===== src/rtl/pipe_stage_chain.sv =====
// pipe_stage_chain: valid/data pipeline with stall bubbles, youngest-stage flush and saturating stats
module pipe_stage_chain #(
  parameter int DATA_W       = 64,
  parameter int DEPTH        = 4,
  parameter int FLUSH_STAGES = 3,
  localparam int IW          = $clog2(DEPTH + 1)
) (
  input  logic              CLK,
  input  logic              Reset,
  input  logic              in_valid,
  input  logic [DATA_W-1:0] in_data,
  output logic              in_ready,
  input  logic              stall_en,
  input  logic [IW-1:0]     stall_idx,
  input  logic              flush,
  output logic              out_valid,
  output logic [DATA_W-1:0] out_data,
  output logic [IW-1:0]     occupancy,
  output logic [15:0]       bubble_cnt,
  output logic [15:0]       flush_cnt
);
  logic [DEPTH-1:0]  r_v, w_v, w_sv;
  logic [DATA_W-1:0] r_d [DEPTH];
  logic [DATA_W-1:0] w_d [DEPTH];
  logic [DATA_W-1:0] w_sd [DEPTH];
  logic [IW-1:0]     r_occ, w_occ;
  logic [15:0]       r_bub, r_fc, w_kill;
  logic [16:0]       w_fsum;
  logic              w_stall, w_bub;
  assign w_stall   = stall_en && stall_idx != '0 && stall_idx <= IW'(DEPTH);
  assign w_bub     = w_stall && stall_idx != IW'(DEPTH) && !(flush && stall_idx < IW'(FLUSH_STAGES));
  assign in_ready  = ~flush & ~w_stall;
  assign w_fsum    = {1'b0, r_fc} + {1'b0, w_kill};
  assign out_valid = r_v[DEPTH-1];
  assign out_data  = r_d[DEPTH-1];
  assign occupancy = r_occ;
  assign bubble_cnt = r_bub;
  assign flush_cnt = r_fc;
  // next stage contents: flush clears youngest stages, stall holds below and bubbles at the boundary
  always_comb begin
    w_sv = {r_v[DEPTH-2:0], in_valid};
    w_sd[0] = in_valid ? in_data : '0;
    for (int k = 1; k < DEPTH; k++) w_sd[k] = r_d[k-1];
    w_occ = '0;
    w_kill = '0;
    for (int k = 0; k < DEPTH; k++) begin
      if ((flush && k < FLUSH_STAGES) || (w_stall && IW'(k) == stall_idx)) begin
        w_v[k] = 1'b0;
        w_d[k] = '0;
      end else if (w_stall && IW'(k) < stall_idx) begin
        w_v[k] = r_v[k];
        w_d[k] = r_d[k];
      end else begin
        w_v[k] = w_sv[k];
        w_d[k] = w_sd[k];
      end
      w_occ = w_occ + IW'(w_v[k]);
      if (flush && k < FLUSH_STAGES) w_kill = w_kill + 16'(r_v[k]);
    end
  end
  // stage registers and saturating statistics, updated on the falling clock edge
  always_ff @(negedge CLK) begin
    if (Reset) begin
      r_v   <= '0;
      r_occ <= '0;
      r_bub <= '0;
      r_fc  <= '0;
      for (int k = 0; k < DEPTH; k++) r_d[k] <= '0;
    end else begin
      r_v   <= w_v;
      r_occ <= w_occ;
      r_bub <= r_bub + 16'(w_bub && r_bub != 16'hFFFF);
      r_fc  <= w_fsum[16] ? 16'hFFFF : w_fsum[15:0];
      for (int k = 0; k < DEPTH; k++) r_d[k] <= w_d[k];
    end
  end
endmodule


===== config.mk =====
export PLATFORM = sky130hd
export DESIGN_NAME = pipe_stage_chain
export DESIGN_NICKNAME = d
export VERILOG_FILES = /design/src/rtl/pipe_stage_chain.sv
export SDC_FILE = /design/constraint.sdc
export NUM_CORES = 1
export LEC_CHECK = 0
export BUFFER_PORTS_ARGS = -buffer_cell sky130_fd_sc_hd__buf_2
export CAP_MARGIN = 40
export CORE_ASPECT_RATIO = 2
export CORE_MARGIN = 4
export CORE_UTILIZATION = 33
export DETAILED_ROUTE_END_ITERATION = 16
export GPL_ROUTABILITY_DRIVEN = 0
export PLACE_DENSITY = 0.62
export SLEW_MARGIN = 5
export SYNTH_ARGS = -nofsm -noshare
export SYNTH_HDL_FRONTEND = slang
export SYNTH_SLANG_ARGS = --single-unit

===== constraint.sdc =====
create_clock -name CLK -period 4.25 [get_ports CLK]
set_input_delay 0.425 -clock CLK [delete_from_list [all_inputs] [get_ports CLK]]
set_output_delay 0.425 -clock CLK [all_outputs]
set_load 0.05 [all_outputs]

==> results of run 1 <==
[worst max-delay path: stages]
cell	delay, ns
buf_6	0.09
and2_4	0.13
ha_4	0.20
and2_4	0.14
ha_4	0.15
ha_4	0.24
and2_4	0.13
inv_2	0.04
fa_2	0.33
and2b_2	0.26
o21ai_2	0.08
or4_4	0.53
a21oi_1	0.18
[where the power goes]
group          leakage [µW]  internal (µW)  total, µW  switching [µW]
Combinational       0.00203           97.7        329             231
Sequential          0.00238           2820       2830            14.0
Clock               0.00205           1910       3720            1800
Total               0.00645           4830       6880            2050
[kinds of logic (layout without fill, tap and decap cells)]
family                     count (synthesis)  in the layout
and+or+nand+nor                          608            609
xor gates and xnor gates                  21             21
AOI/OAI and AO/OA                        304            304
muxes                                      4              4
other                                      0              1
adders and majority gates                 12             12
DFF                                      295            295
buffers and inverters                    107            574
[cell usage after synthesis (2+ instances only)]
library cell / instances
o21a_1: 2
xnor2_1: 12
nand2_1: 458
and3_1: 2
a2111oi_0: 2
nor2b_1: 5
nand2b_1: 2
and4_1: 2
buf_4: 10
clkbuf_1: 31
inv_1: 9
a211oi_1: 2
or2_2: 2
or3_1: 3
xor2_1: 9
fa_1: 2
buf_6: 5
nor4_1: 3
a21oi_1: 279
and2_1: 6
mux2i_1: 4
o2111ai_1: 3
o21ba_2: 2
nor2_1: 22
dfxtp_1: 295
nor3_1: 8
nor4b_1: 2
nand3_1: 76
buf_2: 50
ha_1: 10
nand4_1: 9
o21ai_0: 6
o21ai_2: 2
[per-stage QoR]
stage / setup WS [ns] / hold WS [ns] / std cells / power [µW] / cell area (µm²)
after global routing: -0.320 / 0.453 / 2251 / 7340 / 14700
after detailed placement: -0.910 / 0.443 / 1902 / 3620 / 12500
after global placement: -0.890 / 0.436 / 1902 / 3610 / 12500
after floorplan: -0.918 / 0.432 / 1351 / 3480 / 11100
final: -0.288 / 0.433 / 2252 / 6880 / 14700
after CTS: -0.236 / 0.441 / 2250 / 7040 / 14600
[worst max path at each step]
stage                     slack, ns   from             to
after floorplan               -0.92  flush   flush_cnt[3]
after global placement        -0.89  flush   flush_cnt[0]
after detailed placement      -0.91  flush   flush_cnt[3]
after CTS                     -0.24  flush   flush_cnt[1]
after global routing          -0.32  flush  flush_cnt[10]
final                         -0.29  flush   flush_cnt[1]
[routing by layer]
layer,up-vias,part of all wire,GRT usage
met5,-,0.00036,0
met4,2,0.036,0.120
met2,277,0.55,0.321
met3,73,0.052,0.0552
li1,5369,-,-
met1,5080,0.37,0.169
[cell type report]
class                   count  share of cell area
repair buffers            221              0.0930
well taps                 432              0.0368
clock inverters           316              0.0915
clock buffers              29              0.0493
flip-flops and latches    295               0.402
multi-input cells         950               0.326
inverters                   8             0.00204
diodes                      1            0.000170
[sequential cells by signal (all words and copies together) (netlist names)]
name	count
flush_cnt	16
r_v	4
bubble_cnt	16
r_d	256
occupancy	3
[repair_timing]
action,in CTS,in global routing
pin swaps,5,10
resized for setup,8,13
buffers inserted,3,2
gates cloned,1,0
setup endpoints to repair,16,17
==> impl_results.md, run 1 <==
* Post-synth EDFFs at 0
* Register area at 0.00591 mm²
* Layout Nets at 1,883
* Worst Max-Slew Pin Slew at 0.813 ns
* Worst-path clk slew at 0.05 ns
* First-pass GRT wire length at 52,500 µm
* Yosys Warn Count at 0
* WS Path Type: input port to flop
* Hold_buf cts at 0
* Via/cell ratio at 4.80
* Clock Latency Late Sink at 0.60 ns
* Share of cells above drive strength 1 at 0.176
* Top cell type's share of synthesized area at 0.538
* Adder-Cell Fraction of Synth Area at 0.0151
* Drt wl/cell at 14.7 µm
* Arrival @ worst endpoint at 2.93 ns
* Critical path launch point type: input port
* Setup TNS Final at -3.70 ns
* RSZ-0062 raised after global routing: true
* Post-synthesis sequential area ratio at 0.538
* Worst reg2reg startpoint: r_v[0]
* Hold Path Class: flop to flop
* Multiplexer share of the synthesized area at 0.00365
* Main combinational cell family by area after synthesis: simple AND/OR/NAND/NOR gates
* Mapped Cells at 1,351
* Total number of vias at 10,801
* R2R depth at 12
* Most frequent cells in the layout: 458 x nand2_1, 306 x inv_1, 295 x dfxtp_1, 267 x a21oi_1, 171 x buf_2
* Status: complete, but fails checks
* Die H at 266 µm
* Io pins at 173
* Synth top area cells: dfxtp_1 54%, nand2_1 16%, a21oi_1 13%
* Port Buffers at 172
* Number of fillers in the final layout at 3,338
* Compound-Gate Fraction of Synth Area at 0.145
* Initial antenna violation count at 1
* Grt ovf at 0
* Vias in the first global route at 11,469
* Clock skew at 0.0215 ns
* Multi-input gate area at 0.00479 mm²
* Mean Syn Cell Area at 8.12 µm²
* Peak supply drop at 0.339 mV
* CTS Buf Count at 28
* Yosys cell types at 49
* Half-perimeter wire length after placement at 19,400 µm
* Row count at 94
* CTS Root Cell: clkbuf_16
* Asr flop ratio synth at 0
* Post-Synth Simple-Gate Area at 0.231
* Crit-path max FO at 7
* Endpoints failing setup at 16
* Die area at 0.0364 mm²
* Die W at 137 µm
* Failing checks: negative setup slack
* Util after Layout at 0.448
* Reg-to-reg endpoint: flush_cnt[1]
* Top FF cell, synth: dfxtp_1
* Commonest non-fill, non-tap cell in the layout: nand2_1
* Power Density at 468 mW/mm²
* Post-route ant nets at 0
* Min-delay src: r_d[0][50]
* Syn nets at 1,435
* Xor-xnor portion of the synthesized cell area at 0.0168
* Synth Register Bits at 295
* Overall Global Routing Usage at 0.178
* Clk sinks at 295
* Final hold violation count at 0
* Drt first-iter violations at 460
* Leak at 0.00645 µW
* # H-tree levels at 1
* Syn Std Cell Area at 0.0110 mm²
* Final Routed Wirelength at 33,100 µm
* First-pass detailed-route iteration total at 5
* DRC at 0
* Layout area overhead at 34.0%
* Initial core utilization at 0.334
* MaxCap Viol Count at 0
* Worst Hold Endpoint: r_d[1][50]
* Largest net degree at the start of global routing at 66
* Hold path depth at 2
* Worst slew margin at 0.458
* CP endpoint kind: flop
* CTS tree: yes
* Cell taking the most area after synthesis: dfxtp_1
* Slew Viols, Final at 0
* Setup slack after layout at -0.288 ns
* Flop2flop setup slack at 1.39 ns
* Clock Path Buffers at 3
* Data required time at the worst endpoint at 2.64 ns
* Core Area at 0.0328 mm²
No activity file was read; power rests on OpenSTA's default activity.
==> inputs of run 2 (changes only) <==
--- a/config.mk
+++ b/config.mk
@@ -5,6 +5,7 @@
 export SDC_FILE = /design/constraint.sdc
 export NUM_CORES = 1
 export LEC_CHECK = 0
+export ABC_AREA = 1
 export BUFFER_PORTS_ARGS = -buffer_cell sky130_fd_sc_hd__buf_2
 export CAP_MARGIN = 40
 export CORE_ASPECT_RATIO = 2
==> run 2 against run 1 <==
Against the previous run: the run now ends clean; first-iteration DRC count is 1.3% higher; critical path depth is 7 higher; die area is 0.40% higher; combinational power is 40% higher; design area is 0.40% higher; clock power is 3% lower; global-route usage is 0.53 points lower; synthesized area is 0.42% higher; worst hold slack better by 0.021 ns; sequential power is 2% higher; critical path type unchanged; largest cell class unchanged.
==> impl_results.md, run 2 <==
* Largest register FFs at 256 (unchanged)
* Status: complete, no violations
* Grt ovf at 0 (unchanged)
* CP endpoint kind: flop
* Clock skew at 0.0265 ns (+0.00500 ns)
* Leak at 0.00759 µW (+18%)
* Post-synth EDFFs at 0 (unchanged)
* Endpoints failing setup at 0 (-16)
* First-pass detailed-route iteration total at 5 (unchanged)
* CP most frequent cell: inv_2
* Most common cell in the netlist: nor2_1
* Synth Register Bits at 295 (unchanged)
* Crit-path max FO at 7 (unchanged)
* Syn nets at 1,538 (+7.2%)
* CTS Root Cell: clkbuf_16
* Syn Std Cell Area at 0.0110 mm² (+0.42%)
* Largest net degree at the start of global routing at 103 (+56%)
* Yosys Warn Count at 0 (unchanged)
* Layout Nets at 1,998 (+6.1%)
* WS Path Type: input port to flop
* Util after Layout at 0.448 (about the same)
* Top cell type's share of synthesized area at 0.536 (-0.00226)
* Worst slew margin at 0.508 (+0.0497)
* Initial core utilization at 0.335 (about the same)
* Final hold violation count at 0 (unchanged)
* RSZ-0062 raised after global routing: true
* MaxCap Viol Count at 0 (unchanged)
* Yosys cell types at 26 (-47%)
* Layout area overhead at 34.0% (about the same)
* Synth top cells by count: 311 x nor2_1, 295 x dfxtp_1, 268 x nand2_1
* Port Buffers at 172 (unchanged)
* CP peak stage delay at 0.36 ns (-0.17 ns)
* Setup slack after layout at 0.0611 ns (+0.350 ns)
* Vias in the first global route at 11,688 (+1.9%)
* Mapped Cells at 1,454 (+7.6%)
* Die area at 0.0366 mm² (+0.40%)
* Worst-path clk slew at 0.04 ns (about the same)
* Largest reg by FF count: r_d
* Synth top area cells: dfxtp_1 54%, nor2_1 11%, nand2_1 9.1%
* Clock Path Buffers at 3 (unchanged)
* Clock Latency Late Sink at 0.61 ns (about the same)
* Mean Syn Cell Area at 7.58 µm² (-6.7%)
* Die W at 137 µm (+0.20%)
* Arrival @ worst endpoint at 2.60 ns (-0.33 ns)
* CTS Buf Count at 29 (+3.6%)
* DRC at 0 (unchanged)
* Share of cells above drive strength 1 at 0.167 (-0.00882)
* Core Area at 0.0329 mm² (+0.36%)
* Post-synthesis sequential area ratio at 0.536 (-0.00226)
* Asr flop ratio synth at 0 (unchanged)
* First-pass GRT wire length at 51,900 µm (-1.1%)
* Total number of vias at 10,980 (+1.7%)
* Io pins at 173 (unchanged)
* CTS tree: yes
* Clk sinks at 295 (unchanged)
* Top FF cell, synth: dfxtp_1
* Critical path launch point type: input port
* Overall Global Routing Usage at 0.173 (-0.00535)
* Half-perimeter wire length after placement at 20,000 µm (+3.2%)
* Final Routed Wirelength at 31,600 µm (-4.4%)
* Slew Viols, Final at 0 (unchanged)
* # H-tree levels at 1 (unchanged)
* CP max-delay cell: fa_2
* Setup TNS Final at 0 ns (+3.70 ns)
* Hold_buf cts at 0 (unchanged)
* Hold Path Class: flop to flop
* Cell taking the most area after synthesis: dfxtp_1
* Data required time at the worst endpoint at 2.66 ns (+0.02 ns)
* Drt wl/cell at 13.4 µm (-9.0%)
* Drt first-iter violations at 466 (+1.3%)
* Initial antenna violation count at 0 (-1)
* Most frequent cells in the layout: 354 x inv_1, 302 x nor2_1, 295 x dfxtp_1, 256 x nand2_1, 171 x buf_2
* Worst Max-Slew Pin Slew at 0.739 ns (-0.0746 ns)
* Post-place setup slack at -0.633 ns (+0.277 ns)
* Peak supply drop at 0.317 mV (-6.4%)
* Power Density at 471 mW/mm² (+0.70%)
* Post-route ant nets at 0 (unchanged)
* Via/cell ratio at 4.64 (-3.2%)
* Crit path cell chain: buf_6 -> nand2_2 -> inv_2 -> ha_4 -> nand2_2 -> inv_2 -> ha_4 -> nand2_2 -> inv_2 -> ha_4 -> inv_2 -> fa_2 -> inv_2 -> nand3_4 -> nand2_4 -> nand4_1 -> buf_6 -> nand2_2 -> nor2_1 -> nor2_1
* Row count at 94 (unchanged)
* Commonest non-fill, non-tap cell in the layout: inv_1
* Ant. Diodes at 0 (-1)
* Die H at 266 µm (+0.20%)
-- run 2: cell count changes after synthesis, moves of 6 or more --
| cell | previous run | this run |
|---|---|---|
| a21oi_1 | 279 | 148 |
| buf_1 | 1 | 7 |
| buf_2 | 50 | 43 |
| inv_1 | 9 | 61 |
| nand2_1 | 458 | 268 |
| nand3_1 | 76 | 87 |
| nor2_1 | 22 | 311 |
| o21ai_0 | 6 | 76 |
| o21ai_1 | 1 | 68 |
| xnor2_1 | 12 | 1 |
-- run 2: cells by family after synthesis --
group | Yosys count | share of synthesized area
compound gates | 294 | 0.134
xor+xnor | 7 | 0.00556
fa+ha+maj | 12 | 0.0150
buf+inv | 161 | 0.0625
flops | 295 | 0.536
simple gates | 685 | 0.247
-- run 2: critical path: cells and delay by family --
family / cells / cell delay (ns)
adder cells (fa/ha/maj): 4 / 0.95
AND/OR/NAND/NOR: 9 / 0.68
buffers and inverters: 7 / 0.56
-- run 2: path summary, 6_finish.rpt --
kind | startpoint | endpoint | slack (ns) | depth (start not counted)
setup / recovery | flush | flush_cnt[14] | 0.06 | 20
hold reg to reg | r_d[2][38] | r_d[3][38] | 0.45 | 2
setup reg to reg | r_v[0] | flush_cnt[14] | 1.77 | 19
hold / removal | r_d[2][38] | r_d[3][38] | 0.45 | 2
-- run 2: layout make-up --
type	count	area, µm²
Fill cell	3476	18200
Sequential cell	295	5910
Multi-Input combinational cell	998	4630
Timing Repair Buffer	229	1410
Clock inverter	316	1300
Clock buffer	29	726
Tap cell	432	541
Inverter	66	253
-- run 2: where the power goes --
group	switching, µW	leakage, µW	internal [µW]	total [µW]
registers	35.9	0.00239	2860	2890
clock network	1800	0.00202	1790	3600
logic	316	0.00318	144	460
-- run 2: per-stage QoR --
step / hold slack, ns / power [µW] / instances / cell area [µm²]
after floorplan: 0.441 / 3640 / 1454 / 11100
after global placement: 0.449 / 3800 / 2019 / 12600
after detailed placement: 0.452 / 3810 / 2020 / 12600
after CTS: 0.453 / 7120 / 2365 / 14700
after global routing: 0.466 / 7460 / 2365 / 14800
final: 0.454 / 6950 / 2365 / 14800
-- run 2: timing repair --
item | CTS | global route
setup endpoints to repair | 4 | 16
pin swaps | 3 | 11
hold endpoints to repair | 0 | 0
setup buffers | 1 | 0
gates resized for setup | 2 | 24
-- run 2: layer usage --
| layer | part of all wire | up-vias | routed length, µm | global-route usage |
|---|---|---|---|---|
| met5 | 0 | - | 0 | 0 |
| met3 | 0.037 | 84 | 1160 | 0.0466 |
| met4 | 0.045 | 0 | 1430 | 0.127 |
| li1 | - | 5607 | - | - |
| met1 | 0.38 | 5065 | 11900 | 0.161 |
| met2 | 0.54 | 224 | 17100 | 0.315 |
==> inputs of run 3 (changes only) <==
--- a/config.mk
+++ b/config.mk
@@ -7,13 +7,14 @@
 export LEC_CHECK = 0
 export ABC_AREA = 1
 export BUFFER_PORTS_ARGS = -buffer_cell sky130_fd_sc_hd__buf_2
-export CAP_MARGIN = 40
+export CAP_MARGIN = 20
 export CORE_ASPECT_RATIO = 2
 export CORE_MARGIN = 4
 export CORE_UTILIZATION = 33
 export DETAILED_ROUTE_END_ITERATION = 16
 export GPL_ROUTABILITY_DRIVEN = 0
-export PLACE_DENSITY = 0.62
+export PLACE_DENSITY = 0.64
+export SETUP_SLACK_MARGIN = 0.15
 export SLEW_MARGIN = 5
 export SYNTH_ARGS = -nofsm -noshare
 export SYNTH_HDL_FRONTEND = slang
==> constraint.sdc (replaced) <==
create_clock -name CLK -period 3.8 [get_ports CLK]
set_input_delay 0.38 -clock CLK [delete_from_list [all_inputs] [get_ports CLK]]
set_output_delay 0.38 -clock CLK [all_outputs]
set_load 0.05 [all_outputs]
==> run 3 against run 2 <==
Against the previous run: the flow now finishes with violations (negative setup slack); clock-buffer cell count stayed put; combinational power is 15% higher; critical path depth stayed put; critical path type unchanged; final cell count is 0.25% higher; flip-flop and latch count stayed put; clock skew is 0.0083 ns lower; worst hold slack worse by 0.0011 ns; die area stayed put.
==> impl_results.md, run 3 (synthesis gave the netlist of run 2 again) <==
* Status: complete, but fails checks
* Failing checks: negative setup slack
* WS Path Type: input port to flop
* Min-delay src: r_d[2][40]
* CTS Buf Count at 29 (unchanged)
* Data required time at the worst endpoint at 2.44 ns (-0.22 ns)
* Die area at 0.0366 mm² (unchanged)
* Hold path depth at 2 (unchanged)
* Crit-path max FO at 5 (-2)
* CTS Root Cell: clkbuf_16
* R2R depth at 19 (unchanged)
* Largest register FFs at 256 (unchanged)
* Layout Nets at 2,003 (+0.25%)
* First-pass GRT wire length at 51,300 µm (-1.1%)
* Leak at 0.00765 µW (+0.78%)
* Die W at 137 µm (unchanged)
* Grt ovf at 0 (unchanged)
* Reg-to-reg endpoint: flush_cnt[10]
* Critical path launch point type: input port
* # H-tree levels at 1 (unchanged)
* Via/cell ratio at 4.67 (+0.55%)
* Most frequent cells in the layout: 354 x inv_1, 300 x nor2_1, 295 x dfxtp_1, 254 x nand2_1, 164 x buf_2
* Total number of vias at 11,068 (+0.80%)
* Worst slew margin at 0.476 (-0.0314)
* Endpoints failing setup at 15 (+15)
* Clock skew at 0.0181 ns (-0.00833 ns)
* Row count at 94 (unchanged)
* Initial antenna violation count at 1 (+1)
* Initial core utilization at 0.335 (unchanged)
* Setup slack after layout at -0.132 ns (-0.193 ns)
* Worst Max-Slew Pin Slew at 0.786 ns (+0.0471 ns)
* Final hold violation count at 0 (unchanged)
* DRC at 0 (unchanged)
* Number of fillers in the final layout at 3,420 (-1.6%)
* Post-route ant nets at 0 (unchanged)
* Worst-path clk slew at 0.04 ns (about the same)
* Overall Global Routing Usage at 0.172 (-0.00117)
* Half-perimeter wire length after placement at 20,000 µm (-0.15%)
* Final Routed Wirelength at 32,100 µm (+1.7%)
* CP endpoint kind: flop
* Vias in the first global route at 11,345 (-2.9%)
* Peak supply drop at 0.388 mV (+22%)
* Commonest non-fill, non-tap cell in the layout: inv_1
* Util after Layout at 0.454 (+0.00517)
* Clock Latency Late Sink at 0.61 ns (about the same)
* Drt first-iter violations at 360 (-23%)
* Slew Viols, Final at 0 (unchanged)
* Flop2flop setup slack at 1.25 ns (-0.52 ns)
* Hold Path Class: flop to flop
* Ant. Diodes at 0 (unchanged)
* Power Density at 527 mW/mm² (+12%)
* Non-filler cells, final at 2,371 (+0.25%)
* Placed insts at 2,021 (+0.050%)
* Die H at 266 µm (unchanged)
* RSZ-0062 raised after global routing: true
* Layout area overhead at 35.6%
* Port Buffers at 172 (unchanged)
* Worst reg2reg startpoint: r_v[0]
* MaxCap Viol Count at 0 (unchanged)
* Io pins at 173 (unchanged)
* Clk sinks at 295 (unchanged)
* First-pass detailed-route iteration total at 5 (unchanged)
* Largest net degree at the start of global routing at 78 (-24%)
* Largest reg by FF count: r_d
* Share of cells above drive strength 1 at 0.176 (+0.00928)
* Arrival @ worst endpoint at 2.58 ns (-0.02 ns)
* Worst Hold Endpoint: r_d[3][40]
* CTS tree: yes
* Clock Path Buffers at 3 (unchanged)
* Drt wl/cell at 13.6 µm (+1.4%)
* Core Area at 0.0329 mm² (unchanged)
[run 3: cell types whose count changed in the layout (fill, tap and decap cells not counted), sizes merged]
| cell | change |
|---|---|
| buf | +2 |
| bufinv | +1 |
| clkbuf | +3 |
| clkinv | -2 |
| clkinvlp | -3 |
| inv | +5 |
[run 3: power breakdown]
| part | total (µW) | internal, µW | switching [µW] |
|---|---|---|---|
| clock network | 4110 | 2080 | 2030 |
| registers | 3240 | 3200 | 40.5 |
| logic | 530 | 166 | 364 |
| total | 7880 | 5440 | 2440 |
[run 3: area by class of cell]
type                       instances  area [µm²]  share of cell area
multi-input combinational        998        4700               0.315
timing repair buffer             234        1480              0.0992
sequential                       295        5910               0.395
tap                              432         541              0.0362
clock buffer                      29         726              0.0486
inverter                          66         255              0.0171
clock inverter                   317        1330              0.0888
[run 3: per-layer routing]
metal  global-route usage  part of all wire  wire length (µm)
met5                    0                 0                 0
met1                0.158              0.37             11800
met2                0.321              0.56             17900
met3               0.0462             0.042              1350
met4                0.114             0.035              1130
[run 3: worst max path at each step]
stage / to / depth (start not counted) / from
2_1_floorplan: flush_cnt[11] / 20 / flush
3_3_place_gp: flush_cnt[6] / 20 / flush
3_5_place_dp: flush_cnt[10] / 20 / flush
4_1_cts: flush_cnt[4] / 18 / flush
5_1_grt: flush_cnt[9] / 20 / flush
6_report: flush_cnt[10] / 20 / flush
[run 3: timing repair]
action,CTS,global route
resized for setup,23,26
hold endpoints to repair,0,0
gates cloned,1,0
hold buffers,0,0
pin swaps,9,9
setup endpoints to repair,18,37
setup buffers,2,2
[run 3: stage by stage]
stage | hold WS, ns | setup slack [ns] | area, µm² | power [µW] | TNS [ns]
after floorplan | 0.441 | -0.811 | 11100 | 4070 | -12.38
after global placement | 0.450 | -0.807 | 12700 | 4260 | -40.26
after detailed placement | 0.454 | -0.811 | 12700 | 4270 | -49.64
after CTS | 0.450 | -0.139 | 14800 | 8040 | -1.88
after global routing | 0.468 | -0.215 | 14900 | 8430 | -2.79
final | 0.453 | -0.132 | 14900 | 7880 | -1.61
[run 3: worst max-delay path, cell delays in order]
cell and delay (ns):
buf_8 0.10, nand2_4 0.04, inv_2 0.04, ha_4 0.20, nand2_2 0.05, inv_2 0.04
ha_4 0.25, nand2_2 0.04, inv_2 0.06, ha_4 0.12, inv_2 0.04, fa_2 0.36
inv_2 0.07, nand3_4 0.07, nand2_4 0.09, nand4_1 0.21, buf_6 0.22, nand3_2 0.06
nand2_1 0.06, inv_1 0.05
